## src/rtl/mem_arbiter.sv

```systemverilog
// Two-requester (instruction/data) arbiter onto a single memory port: round-robin
// grant, registered memory strobes, read timeout and a one-cycle GAP per transaction.
module mem_arbiter #(
    parameter int unsigned LINE_W  = 512,
    parameter int unsigned TIMEOUT = 64
) (
    input  logic              clk,
    input  logic              rst,
    input  logic              i_rd,
    input  logic [63:0]       i_addr,
    output logic [LINE_W-1:0] i_rdata,
    output logic              i_dv,
    output logic              i_err,
    input  logic              d_rd,
    input  logic              d_wr,
    input  logic [63:0]       d_addr,
    input  logic [63:0]       d_wdata,
    input  logic [1:0]        d_len,
    output logic [LINE_W-1:0] d_rdata,
    output logic              d_dv,
    output logic              d_err,
    output logic [63:0]       mem_addr,
    output logic [63:0]       mem_wdata,
    output logic [1:0]        mem_len,
    output logic              mem_rd,
    output logic              mem_wr,
    input  logic [LINE_W-1:0] mem_rdata,
    input  logic              mem_dv
);
    localparam int unsigned CNT_W = $clog2(TIMEOUT + 1);

    typedef enum logic [2:0] {IDLE, RD_I, RD_D, WR_D, GAP} state_t;

    state_t             state_q, state_d;
    logic [CNT_W-1:0]   cnt_q, cnt_d;
    logic               last_i_q, last_i_d;   // instruction side held the last grant
    logic [63:0]        mem_addr_q, mem_addr_d;
    logic [63:0]        mem_wdata_q, mem_wdata_d;
    logic [1:0]         mem_len_q, mem_len_d;
    logic               mem_rd_q, mem_rd_d;
    logic               mem_wr_q, mem_wr_d;
    logic               i_dv_q, i_dv_d;
    logic               d_dv_q, d_dv_d;
    logic               i_err_q, i_err_d;
    logic               d_err_q, d_err_d;
    logic [LINE_W-1:0]  i_rdata_q, i_rdata_d;
    logic [LINE_W-1:0]  d_rdata_q, d_rdata_d;
    logic               grant_d, grant_i;

    always_comb begin
        grant_d = (d_rd || d_wr) && (!i_rd || last_i_q);
        grant_i = i_rd && !grant_d;
    end

    always_comb begin
        state_d     = state_q;
        cnt_d       = cnt_q;
        last_i_d    = last_i_q;
        mem_addr_d  = mem_addr_q;
        mem_wdata_d = mem_wdata_q;
        mem_len_d   = mem_len_q;
        mem_rd_d    = mem_rd_q;
        mem_wr_d    = mem_wr_q;
        i_dv_d      = 1'b0;
        d_dv_d      = 1'b0;
        i_err_d     = 1'b0;
        d_err_d     = 1'b0;
        i_rdata_d   = i_rdata_q;
        d_rdata_d   = d_rdata_q;

        case (state_q)
            IDLE: begin
                if (grant_d) begin
                    last_i_d   = 1'b0;
                    mem_addr_d = d_addr;
                    cnt_d      = '0;
                    if (d_wr) begin
                        state_d     = WR_D;
                        mem_wr_d    = 1'b1;
                        mem_wdata_d = d_wdata;
                        mem_len_d   = d_len;
                    end else begin
                        state_d  = RD_D;
                        mem_rd_d = 1'b1;
                    end
                end else if (grant_i) begin
                    last_i_d   = 1'b1;
                    mem_addr_d = i_addr;
                    cnt_d      = '0;
                    state_d    = RD_I;
                    mem_rd_d   = 1'b1;
                end
            end
            RD_I, RD_D: begin
                // Response wins over a timeout landing in the same cycle.
                if (mem_dv) begin
                    if (state_q == RD_I) begin
                        i_rdata_d = mem_rdata;
                        i_dv_d    = 1'b1;
                    end else begin
                        d_rdata_d = mem_rdata;
                        d_dv_d    = 1'b1;
                    end
                    mem_rd_d = 1'b0;
                    state_d  = GAP;
                end else begin
                    cnt_d = cnt_q + 1'b1;
                    if (cnt_q == CNT_W'(TIMEOUT - 1)) begin
                        if (state_q == RD_I) i_err_d = 1'b1;
                        else                 d_err_d = 1'b1;
                        mem_rd_d = 1'b0;
                        state_d  = GAP;
                    end
                end
            end
            WR_D: begin
                mem_wr_d = 1'b0;
                d_dv_d   = 1'b1;
                state_d  = GAP;
            end
            GAP: begin
                state_d = IDLE;
            end
            default: begin
                state_d  = IDLE;
                mem_rd_d = 1'b0;
                mem_wr_d = 1'b0;
            end
        endcase
    end

    always_ff @(posedge clk) begin
        if (rst) begin
            state_q     <= IDLE;
            cnt_q       <= '0;
            last_i_q    <= 1'b1;
            mem_addr_q  <= '0;
            mem_wdata_q <= '0;
            mem_len_q   <= '0;
            mem_rd_q    <= 1'b0;
            mem_wr_q    <= 1'b0;
            i_dv_q      <= 1'b0;
            d_dv_q      <= 1'b0;
            i_err_q     <= 1'b0;
            d_err_q     <= 1'b0;
            i_rdata_q   <= '0;
            d_rdata_q   <= '0;
        end else begin
            state_q     <= state_d;
            cnt_q       <= cnt_d;
            last_i_q    <= last_i_d;
            mem_addr_q  <= mem_addr_d;
            mem_wdata_q <= mem_wdata_d;
            mem_len_q   <= mem_len_d;
            mem_rd_q    <= mem_rd_d;
            mem_wr_q    <= mem_wr_d;
            i_dv_q      <= i_dv_d;
            d_dv_q      <= d_dv_d;
            i_err_q     <= i_err_d;
            d_err_q     <= d_err_d;
            i_rdata_q   <= i_rdata_d;
            d_rdata_q   <= d_rdata_d;
        end
    end

    assign mem_addr  = mem_addr_q;
    assign mem_wdata = mem_wdata_q;
    assign mem_len   = mem_len_q;
    assign mem_rd    = mem_rd_q;
    assign mem_wr    = mem_wr_q;
    assign i_dv      = i_dv_q;
    assign d_dv      = d_dv_q;
    assign i_err     = i_err_q;
    assign d_err     = d_err_q;
    assign i_rdata   = i_rdata_q;
    assign d_rdata   = d_rdata_q;

endmodule

```

## config.mk

```make
export PLATFORM = sky130hd
export DESIGN_NAME = mem_arbiter
export DESIGN_NICKNAME = d
export VERILOG_FILES = /design/src/rtl/mem_arbiter.sv
export SDC_FILE = /design/constraint.sdc
export NUM_CORES = 2
export LEC_CHECK = 0
export CORE_AREA = 8 8 724 726
export CTS_CLUSTER_SIZE = 28
export DETAILED_ROUTE_END_ITERATION = 10
export DIE_AREA = 0 0 732 734
export DONT_BUFFER_PORTS = 1
export PLACE_DENSITY = 0.3
export REMOVE_ABC_BUFFERS = 1
export SYNTH_ARGS = -nofsm -noshare
export SYNTH_HDL_FRONTEND = slang
export SYNTH_SLANG_ARGS = --single-unit
export TNS_END_PERCENT = 1
```

## constraint.sdc

```tcl
create_clock -name clk -period 2.02 [get_ports clk]
set_input_delay 0.101 -clock clk [delete_from_list [all_inputs] [get_ports clk]]
set_output_delay 0.101 -clock clk [all_outputs]
set_load 0.1 [all_outputs]
```

==> summary.txt <==
Synthesis
  • Synthesized area: 41,400 um2
  • Top cells by area, synth: dfxtp_1 57%, nand2_1 20%, a21oi_1 13%, buf_2 1.8%, buf_6 1.7%
  • #FFs+latches synth: between 1,000 and 1,500
  • FFs w/ async S/R, synth: 0
  • Yosys top cell area share: 0.567
  • Warnings, synthesis: 0
  • Commonest register cell after synthesis: dfxtp_1
  • Post-synth EDFFs: 0
  • Post-synthesis instance total: a little over 5,000
  • Seq/Total Area, Yosys: 0.567
  • Largest area contributor in the netlist: dfxtp_1
  • Mean post-synth cell area: approximately 8.1 um2
  • Synth unique cells: 42

CTS
  • Clock root buffer: clkbuf_16
  • CTS Buf Count: between 150 and 200
  • H-tree levels: 4
  • Worst-path clk slew: 60 ps
  • Clk buf depth: 4
  • Worst-Skew Late Latency: 840 ps
  • TritonCTS clock tree: built
  • Clock Sinks: ~1,200

Finish
  • Nets@finish: ~8,000
  • Final Instance Area: 74,700 um2
  • Filler instances: slightly below 60,000
  • Share of cells above drive strength 1: 0.236
  • Layout area overhead: 80.5%

Hold path
  • Hold path depth: 1
  • Hold endpoint: i_rdata[202]$_SDFFE_PP0P_
  • Hold path startpoint: rst
  • Worst min path class: input pin to flop

Routing
  • Avg WL per Cell: 28.1 um
  • Detailed Routing Iterations Pass 1: 5
  • Post-route ant nets: 0
  • Final WL: ~400,000 um
  • Via-to-Cell Ratio: 3.25
  • Vias: between 40,000 and 50,000
  • Initial DRC count: roughly 3,300
  • Remaining DRCs: 0

Critical path
  • Arr. time, crit path: 2650 ps
  • R2R Path End: mem_addr[51]$_SDFFE_PP0P_
  • Crit-path max FO: 53
  • Slowest CP cell: mux2i_2
  • Critical Path Sink Type: flop
  • Critical path required time: roughly 2700 ps
  • Worst stage delay on the critical path: approximately 470 ps
  • Worst Setup SP: last_i_q$_SDFFE_PP1P_
  • Crit path buffers/inverters: 2
  • Crit start category: flop
  • Largest delay share family, worst path: buffers and inverters
  • Worst-case reg-to-reg path depth: 6
  • Critical path cell sequence: nand2b_1, o21a_4, buf_12, mux2i_2, buf_4, a211oi_1
  • R2r setup slk: approximately 1.7 ps
  • Reg2Reg Launch Point: last_i_q$_SDFFE_PP1P_
  • Critical path type: flop to flop

Global route
  • GRT Total Usage: 0.140
  • Antenna violations before repair: between 300 and 400
  • Vias in the first global route: approximately 45,000
  • Wire length of the first global-routing pass: 502,000 um
  • Largest net degree at the start of global routing: approximately 250
  • Gr ovfl total: 0

Placed design
  • IO buf count: 0
  • DPL Wire Length: 335,000 um
  • RD Place Congestion: 0.891
  • Post-DP Area: around 60,000 um2

Floorplanning
  • Row cnt: between 200 and 300
  • Initial Util: 0.0808
  • Die Y: 734 um
  • Placeable Area: between 500,000 and 600,000 um2
  • Die area: 537,000 um2
  • # IOs: 1,872
  • Die width: approximately 730 um

Run status
  • Status: finished, violations left
  • Failing checks: negative hold slack

Power
  • Sw Share: 0.455
  • Switch Pwr: roughly 42 mW
  • Int Power: between 50 and 60 mW
  • Flop pwr share: 0.291
  • Comb power frac: 0.388
  • Clk pwr share: 0.321
  • VDD IR-drop max: roughly 0.93 mV
  • Leakage: 27.5 nW
  • Power Dens Cells: between 1000 and 1500 nW/um2

Timing
  • Slew headroom: 0.159
  • WHS: -671 ps
  • Worst Tran Pin Value: approximately 1300 ps
  • Slew Viols, Final: 0
  • RSZ-0062 raised after global routing: no
  • Number of setup violations in the final report: 0
  • Min Clock Period, post-route: 2020 ps
  • Tcrit/Tclk final: 0.999
  • Clock Skews: a little over 50 ps
  • FMAX: 495 MHz
  • Hold Fails Final Rpt: 158

Job
  • Max cap viols: 0
-- what timing repair did --
item                                     CTS  global route
endpoints found under the setup margin   165           524
cloned                                     0             3
hold buffers                            1003             7
pin swaps                                  0             3
gates resized for setup                   15            17
buffers inserted                           0             2
endpoints found under the hold margin   1171           232
-- state kept, by name, summed over array words and instances, names as in the netlist --
register / flops
i_err: 1
state_q: 3
cnt_q: 7
mem_rd: 1
i_dv: 1
last_i_q: 1
i_rdata: 512
mem_len: 2
mem_wr: 1
mem_wdata: 64
d_dv: 1
d_err: 1
mem_addr: 64
d_rdata: 512
-- power by group through the flow --
stage	registers [mW]	clock network, mW	logic [mW]
after floorplan	39.4	0	5.39
after global placement	27.4	0	33.2
after detailed placement	27.4	0	33.2
after CTS	26.9	30.9	36.1
after global routing	27.2	31.7	37.3
final	26.9	29.7	35.9
-- layer usage --
layer	global-route usage	wire (um)	vias to the layer above
met2	0.221	175000	2239
met4	0.0374	13400	236
met1	0.161	158000	22000
met5	0	1520	-
li1	-	-	21000
met3	0.0831	53200	801
-- Yosys cell counts (all sizes together), types with 4 or more instances --
library cell  instances
buf                 237
nor3                  6
nand2              2189
dfxtp              1171
clkbuf              160
o21ai                 6
nor2                 74
mux2i                64
a21oi              1105
nor4b                 4
a211oi               66
-- how the worst max path moves through the flow --
stage,slack (ps),to,depth (start not counted)
after floorplan,-37020,i_rdata[0]$_SDFFE_PP0P_,3
after global placement,-400,i_rdata[44]$_SDFFE_PP0P_,3
after detailed placement,-340,i_rdata[64]$_SDFFE_PP0P_,3
after CTS,-10,i_rdata[19]$_SDFFE_PP0P_,5
after global routing,10,cnt_q[0]$_SDFFE_PP0P_,8
final,2,mem_addr[51]$_SDFFE_PP0P_,6
-- cells in the final DEF (no fill, tap or decap), drive strengths merged, types with 2 or more instances in the layout --
cell type and instances:
nor2 74, bufinv 7, a211oi 66, nor4b 4, nand2 2189, a21o 2, clkinvlp 4, nand4 2
nand3 3, dfxtp 1171, a21oi 1105, nor3 6, or3 3, a31oi 2, and3 2, mux2i 64
clkbuf 244, nand2b 3, or4b 2, inv 11, diode 112, buf 1385, dlygate4sd3 1005, clkinv 21
o21ai 6
-- logic make-up (layout without fill, tap and decap cells) --
family                   after synthesis  after routing  synth area share
other                                  0            112                 0
adder cells (fa/ha/maj)                1              1          0.000302
AO/OA/AOI/OAI                       1187           1187             0.149
buffers and inverters                399           2677            0.0553
AND/OR/NAND/NOR                     2290           2290             0.213
multiplexers                          64             64            0.0155
XOR/XNOR                               1              1          0.000212
flip-flops                          1171           1171             0.567
-- layout make-up --
cell class / instances / area (um2) / area share
clock buffers: 241 / 4770 / 0.0639
clock inverters: 41 / 574 / 0.00769
inverters: 2 / 7.51 / 0.000101
flip-flops and latches: 1171 / 23500 / 0.315
diodes: 112 / 280 / 0.00375
well taps: 6757 / 8450 / 0.113
repair buffers: 2393 / 21400 / 0.286
multi-input cells: 3543 / 15700 / 0.211
-- metrics by stage --
step	worst slack, ps	power, mW	TNS, ps	utilization	cells
after floorplan	-37020	44.8	-	-	4716
after global placement	-397	60.6	-109930	0.115	12900
after detailed placement	-343	60.6	-106800	0.115	12900
after CTS	-11.0	93.9	-26.1	0.145	14100
after global routing	12.1	96.1	0	0.146	14200
final	1.69	92.6	0	0.146	14300
Power figures use the tool's default switching activity.
